$ cat src/rtl/instruction_fetch_unit.sv
// Instruction fetch unit: owns the PC, fetches over a req/ack memory port and
// presents instruction/PC to IF/ID, with a one-entry skid buffer and redirect kill.
module instruction_fetch_unit #(
  parameter int unsigned        ADDR_W   = 32,
  parameter logic [ADDR_W-1:0]  RESET_PC = 32'h0000_0000,
  parameter int unsigned        PC_STEP  = 4
) (
  input  logic              clk,
  input  logic              rst_n,
  input  logic              stall,
  input  logic              redirect_valid,
  input  logic [ADDR_W-1:0] redirect_pc,
  output logic              imem_req,
  output logic [ADDR_W-1:0] imem_addr,
  input  logic              imem_ack,
  input  logic [31:0]       imem_rdata,
  output logic [31:0]       instruction,
  output logic [ADDR_W-1:0] pc_out,
  output logic              instr_valid
);

  localparam logic [1:0] S_IDLE = 2'd0;
  localparam logic [1:0] S_REQ  = 2'd1;
  localparam logic [1:0] S_HOLD = 2'd2;
  localparam logic [1:0] S_KILL = 2'd3;

  logic [1:0]        state_q, state_d;
  logic [ADDR_W-1:0] pc_q, pc_d;
  logic [ADDR_W-1:0] kill_addr_q, kill_addr_d;
  logic [31:0]       slot_instr_q, slot_instr_d;
  logic [ADDR_W-1:0] slot_pc_q, slot_pc_d;
  logic              slot_valid_q, slot_valid_d;
  logic [31:0]       skid_instr_q, skid_instr_d;
  logic [ADDR_W-1:0] skid_pc_q, skid_pc_d;
  logic              skid_valid_q, skid_valid_d;

  logic fetch_ack;
  logic slot_open;

  // KILL keeps the abandoned address on the bus while pc already holds the target.
  assign imem_req    = (state_q == S_REQ) || (state_q == S_KILL);
  assign imem_addr   = (state_q == S_KILL) ? kill_addr_q : pc_q;
  assign instruction = slot_instr_q;
  assign pc_out      = slot_pc_q;
  assign instr_valid = slot_valid_q;

  assign fetch_ack = (state_q == S_REQ) && imem_ack;
  assign slot_open = !slot_valid_q || !stall;

  always_comb begin
    state_d      = state_q;
    pc_d         = pc_q;
    kill_addr_d  = kill_addr_q;
    slot_instr_d = slot_instr_q;
    slot_pc_d    = slot_pc_q;
    slot_valid_d = slot_valid_q;
    skid_instr_d = skid_instr_q;
    skid_pc_d    = skid_pc_q;
    skid_valid_d = skid_valid_q;

    if (redirect_valid) begin
      slot_valid_d = 1'b0;
      skid_valid_d = 1'b0;
      pc_d         = redirect_pc & ~ADDR_W'(3);
      unique case (state_q)
        S_REQ: begin
          if (imem_ack) begin
            state_d = S_REQ;
          end else begin
            state_d     = S_KILL;
            kill_addr_d = pc_q;
          end
        end
        S_KILL:  state_d = imem_ack ? S_REQ : S_KILL;
        default: state_d = S_REQ;
      endcase
    end else begin
      // Slot refill order: skid contents, then this cycle's fetch data.
      if (slot_open) begin
        if (skid_valid_q) begin
          slot_instr_d = skid_instr_q;
          slot_pc_d    = skid_pc_q;
          slot_valid_d = 1'b1;
          skid_valid_d = 1'b0;
        end else if (fetch_ack) begin
          slot_instr_d = imem_rdata;
          slot_pc_d    = pc_q;
          slot_valid_d = 1'b1;
        end else begin
          slot_valid_d = 1'b0;
        end
      end else if (fetch_ack) begin
        skid_instr_d = imem_rdata;
        skid_pc_d    = pc_q;
        skid_valid_d = 1'b1;
      end

      unique case (state_q)
        S_IDLE: state_d = S_REQ;
        S_REQ: begin
          if (imem_ack) begin
            pc_d = pc_q + ADDR_W'(PC_STEP);
            if (!slot_open) state_d = S_HOLD;
          end
        end
        S_HOLD: if (slot_open) state_d = S_REQ;
        S_KILL: if (imem_ack) state_d = S_REQ;
        default: state_d = S_IDLE;
      endcase
    end
  end

  always_ff @(posedge clk or negedge rst_n) begin
    if (!rst_n) begin
      state_q      <= S_IDLE;
      pc_q         <= RESET_PC;
      kill_addr_q  <= RESET_PC;
      slot_instr_q <= '0;
      slot_pc_q    <= '0;
      slot_valid_q <= 1'b0;
      skid_instr_q <= '0;
      skid_pc_q    <= '0;
      skid_valid_q <= 1'b0;
    end else begin
      state_q      <= state_d;
      pc_q         <= pc_d;
      kill_addr_q  <= kill_addr_d;
      slot_instr_q <= slot_instr_d;
      slot_pc_q    <= slot_pc_d;
      slot_valid_q <= slot_valid_d;
      skid_instr_q <= skid_instr_d;
      skid_pc_q    <= skid_pc_d;
      skid_valid_q <= skid_valid_d;
    end
  end

endmodule

$ cat config.mk
export PLATFORM = sky130hd
export DESIGN_NAME = instruction_fetch_unit
export DESIGN_NICKNAME = d
export VERILOG_FILES = /design/src/rtl/instruction_fetch_unit.sv
export SDC_FILE = /design/constraint.sdc
export NUM_CORES = 1
export LEC_CHECK = 0
export BUFFER_PORTS_ARGS = -buffer_cell sky130_fd_sc_hd__buf_2
export CAP_MARGIN = 20
export CORE_MARGIN = 1.5
export CORE_UTILIZATION = 55
export CTS_CLUSTER_DIAMETER = 80
export DETAILED_ROUTE_END_ITERATION = 10
export PLACE_DENSITY = 0.78
export RECOVER_POWER = 25
export SYNTH_ARGS = -nofsm -noshare
export SYNTH_HDL_FRONTEND = slang
export SYNTH_SLANG_ARGS = --single-unit
$ cat constraint.sdc
create_clock -name clk -period 2.6 [get_ports clk]
set_input_delay 0.52 -clock clk [delete_from_list [all_inputs] [get_ports clk]]
set_output_delay 0.52 -clock clk [all_outputs]
set_load 0.05 [all_outputs]
==> reports/results.txt <==
Clock Latency Late Sink: 430 ps
Final wirelength: 18.39 mm
Worst slew margin: 0.08091
Crit share post-route: 0.9155
Overall power: 8927 uW
Place WS: 354.9 ps
Row cnt: 45
Post-Syn Area: 8549 um2
CP startpoint kind: flip-flop
DR vias: 6,114
LEAKAGE: 0.004541 uW
End of the critical path: imem_addr[27]
WP data required: 2080 ps
Syn. warnings: 0
Combinational share of power: 0.277
Post-route DRC violation count: 0
Clock skew: 9.781 ps
Fin Setup TNS: 0 ps
Fmax: 420.1 MHz
IO Port Bufs: 160
CTS buffer count: 17
Design Area, Final: 10,140 um2
H-Tree Depth: 4
Post-Syn Instances: 730
RSZ-0062 raised after global routing: false
Ant diodes: 0
Final HPWL DP: 12.28 mm
Post-synthesis sequential area ratio: 0.5503
Final setup viols: 0
Core box area: 15,200 um2
Clock sinks: 188
Crit-path max FO: 29
PostCTS Resize Cnt: 0
Reg clk slew, reported paths: 70 ps
Initial antenna violation count: 0
Final Hold Viols: 0
R2R setup slack: 360 ps
Worst Setup End Kind: primary output
Die ar.: 16,300 um2
R2r endpoint: pc_q[24]
Share of power burned in registers: 0.439
Io pins: 167
Hold buffers post-CTS: 0
Flops & latches, synth: 188
Clock buffer depth: 2
Area post-placement: 9595 um2
Sw Ratio: 0.3479
Worst reg2reg startpoint: pc_q[4]
Critical path class: reg -> out
Routed Antenna Nets: 0
P_sw: 3106 uW
Share of post-route cells with drive strength above 1: 0.3792
Post-CTS setup buffers: 0
Avg WL per Cell: 17.13 um
Vias in the first global route: 5,871
Total GRT Usage: 0.2349
Largest net degree at the start of global routing: 121
R2R depth: 4
CP arrival: 1860 ps
Run status: finished, final reports clean
Pwr/cell area: 880.4 nW/um2
Final Max Slew Viols: 0
Commonest non-fill, non-tap cell in the layout: dfrtp_1
Total grt overflow: 0
Crit path time final: 2380 ps
Area Growth Syn to Fin: 18.60%
Die Wd: 127.7 um
Gp weighted congestion: 0.7855
PnR worst setup slack: 219.7 ps
Peak VDD IR: 0.5362 mV
First-pass GRT wire length: 29.80 mm
Int Power: 5821 uW
Routed vias/inst: 5.693
Clk root buf: clkbuf_16
Initial DRC Count: 329
Most frequent cells in the layout: 187 x dfrtp_1, 159 x buf_2, 123 x mux2_2, 86 x nand2_1, 76 x o21ai_0
Worst Max-Slew Pin Slew: 1379 ps
Max-Cap Viols: 0
Synth cell types: 38
CTS tree: built
Clock power frac: 0.284
Number of nets in the layout: 943
Avg Cell Area, Syn: 11.71 um2
Worst Hold Class: in -> reg
TritonRoute pass-1 iters: 4
Initial Util: 0.5624
Die Height: 127.7 um
Critical Path Start: state_q[0]
final cells by class:
cell class | instances | area, um2
Multi-Input combinational cell | 480 | 3583
Tap cell | 188 | 235.2
Inverter | 3 | 11.26
Clock inverter | 7 | 87.58
Sequential cell | 188 | 4708
Timing Repair Buffer | 183 | 1028
Clock buffer | 25 | 485.5
Fill cell | 1163 | 5062
per-stage QoR:
stage               hold slack (ps)    util  std cells
floorplan                     224.4       -        733
global route                  311.8  0.6670       1074
global placement              455.9  0.6312       1042
CTS                           55.01  0.6689       1074
detailed placement            465.0  0.6312       1042
finish                        300.4  0.6670       1074
critical path, cell delays in order, from the launching register on:
cell     delay, ps
dfrtp_1        450
nand2_1        170
buf_12         230
mux2_2         370
buf_2          210
metal layers:
layer / wire, um / track usage
met1: 8486 / 0.3271
met2: 8473 / 0.3634
met3: 995 / 0.04967
met4: 440 / 0.09518
met5: 0 / 0
power groups by stage:
stage,clock (uW),sequential (uW),combinational [uW]
after global placement,0,3930,2450
after detailed placement,0,3970,2500
after floorplan,0,4630,1150
final,2530,3920,2480
after CTS,2580,3920,2500
after global routing,2710,4010,2640
kinds of logic (layout without fill, tap and decap cells):
family / count (synthesis) / in the layout / synth area share
compound gates: 113 / 113 / 0.07405
xor+xnor: 10 / 10 / 0.01024
fa+ha+maj: 1 / 1 / 0.001463
buf+inv: 65 / 218 / 0.03322
flops: 188 / 188 / 0.5503
mux: 186 / 186 / 0.2358
other cells: 1 / 4 / 0.0004386
simple gates: 166 / 166 / 0.09454
synth_stat cells, drive strengths merged:
cell type / n / area share
dfrtp: 188 / 0.55
mux2: 123 / 0.16
nand2: 86 / 0.038
o21ai: 76 / 0.044
mux2i: 63 / 0.074
clkbuf: 44 / 0.019
nor2: 19 / 0.0083
buf: 18 / 0.012
a31oi: 17 / 0.012
or4: 17 / 0.015
o31ai: 15 / 0.013
nand3: 10 / 0.0064
nand4: 9 / 0.0066
xnor2: 5 / 0.0051
xor2: 5 / 0.0051
nor3: 4 / 0.0023
nor4: 4 / 0.0029
and3: 3 / 0.0022
and4: 3 / 0.0031
inv: 3 / 0.0013
a21oi: 2 / 0.0012
and2: 2 / 0.0015
nor4b: 2 / 0.0020
o211ai: 2 / 0.0018
or3: 2 / 0.0015
a211o: 1 / 0.0010
and2b: 1 / 0.00088
and3b: 1 / 0.0010
conb: 1 / 0.00044
ha: 1 / 0.0015
nand3b: 1 / 0.00088
nand4b: 1 / 0.0010
nor2b: 1 / 0.00073
registers in the layout, summed over array words and instances, names as in the netlist:
register      cells
instr_valid       1
kill_addr_q      30
skid_valid_q      1
instruction      32
pc_q             30
skid_instr_q     32
state_q           2
skid_pc_q        30
pc_out           30
worst min-delay path by stage:
stage	cells past startpoint	endpoint	slack, ps	start
after global routing	3	pc_q[4]	310	redirect_pc[4]
final	3	pc_q[4]	300	redirect_pc[4]
after floorplan	0	instr_valid	220	rst_n
after CTS	1	instruction[29]	60	rst_n
after global placement	2	instruction[18]	460	instruction[18]
after detailed placement	2	instruction[24]	460	instruction[24]
(Power assumes the default switching activity.)
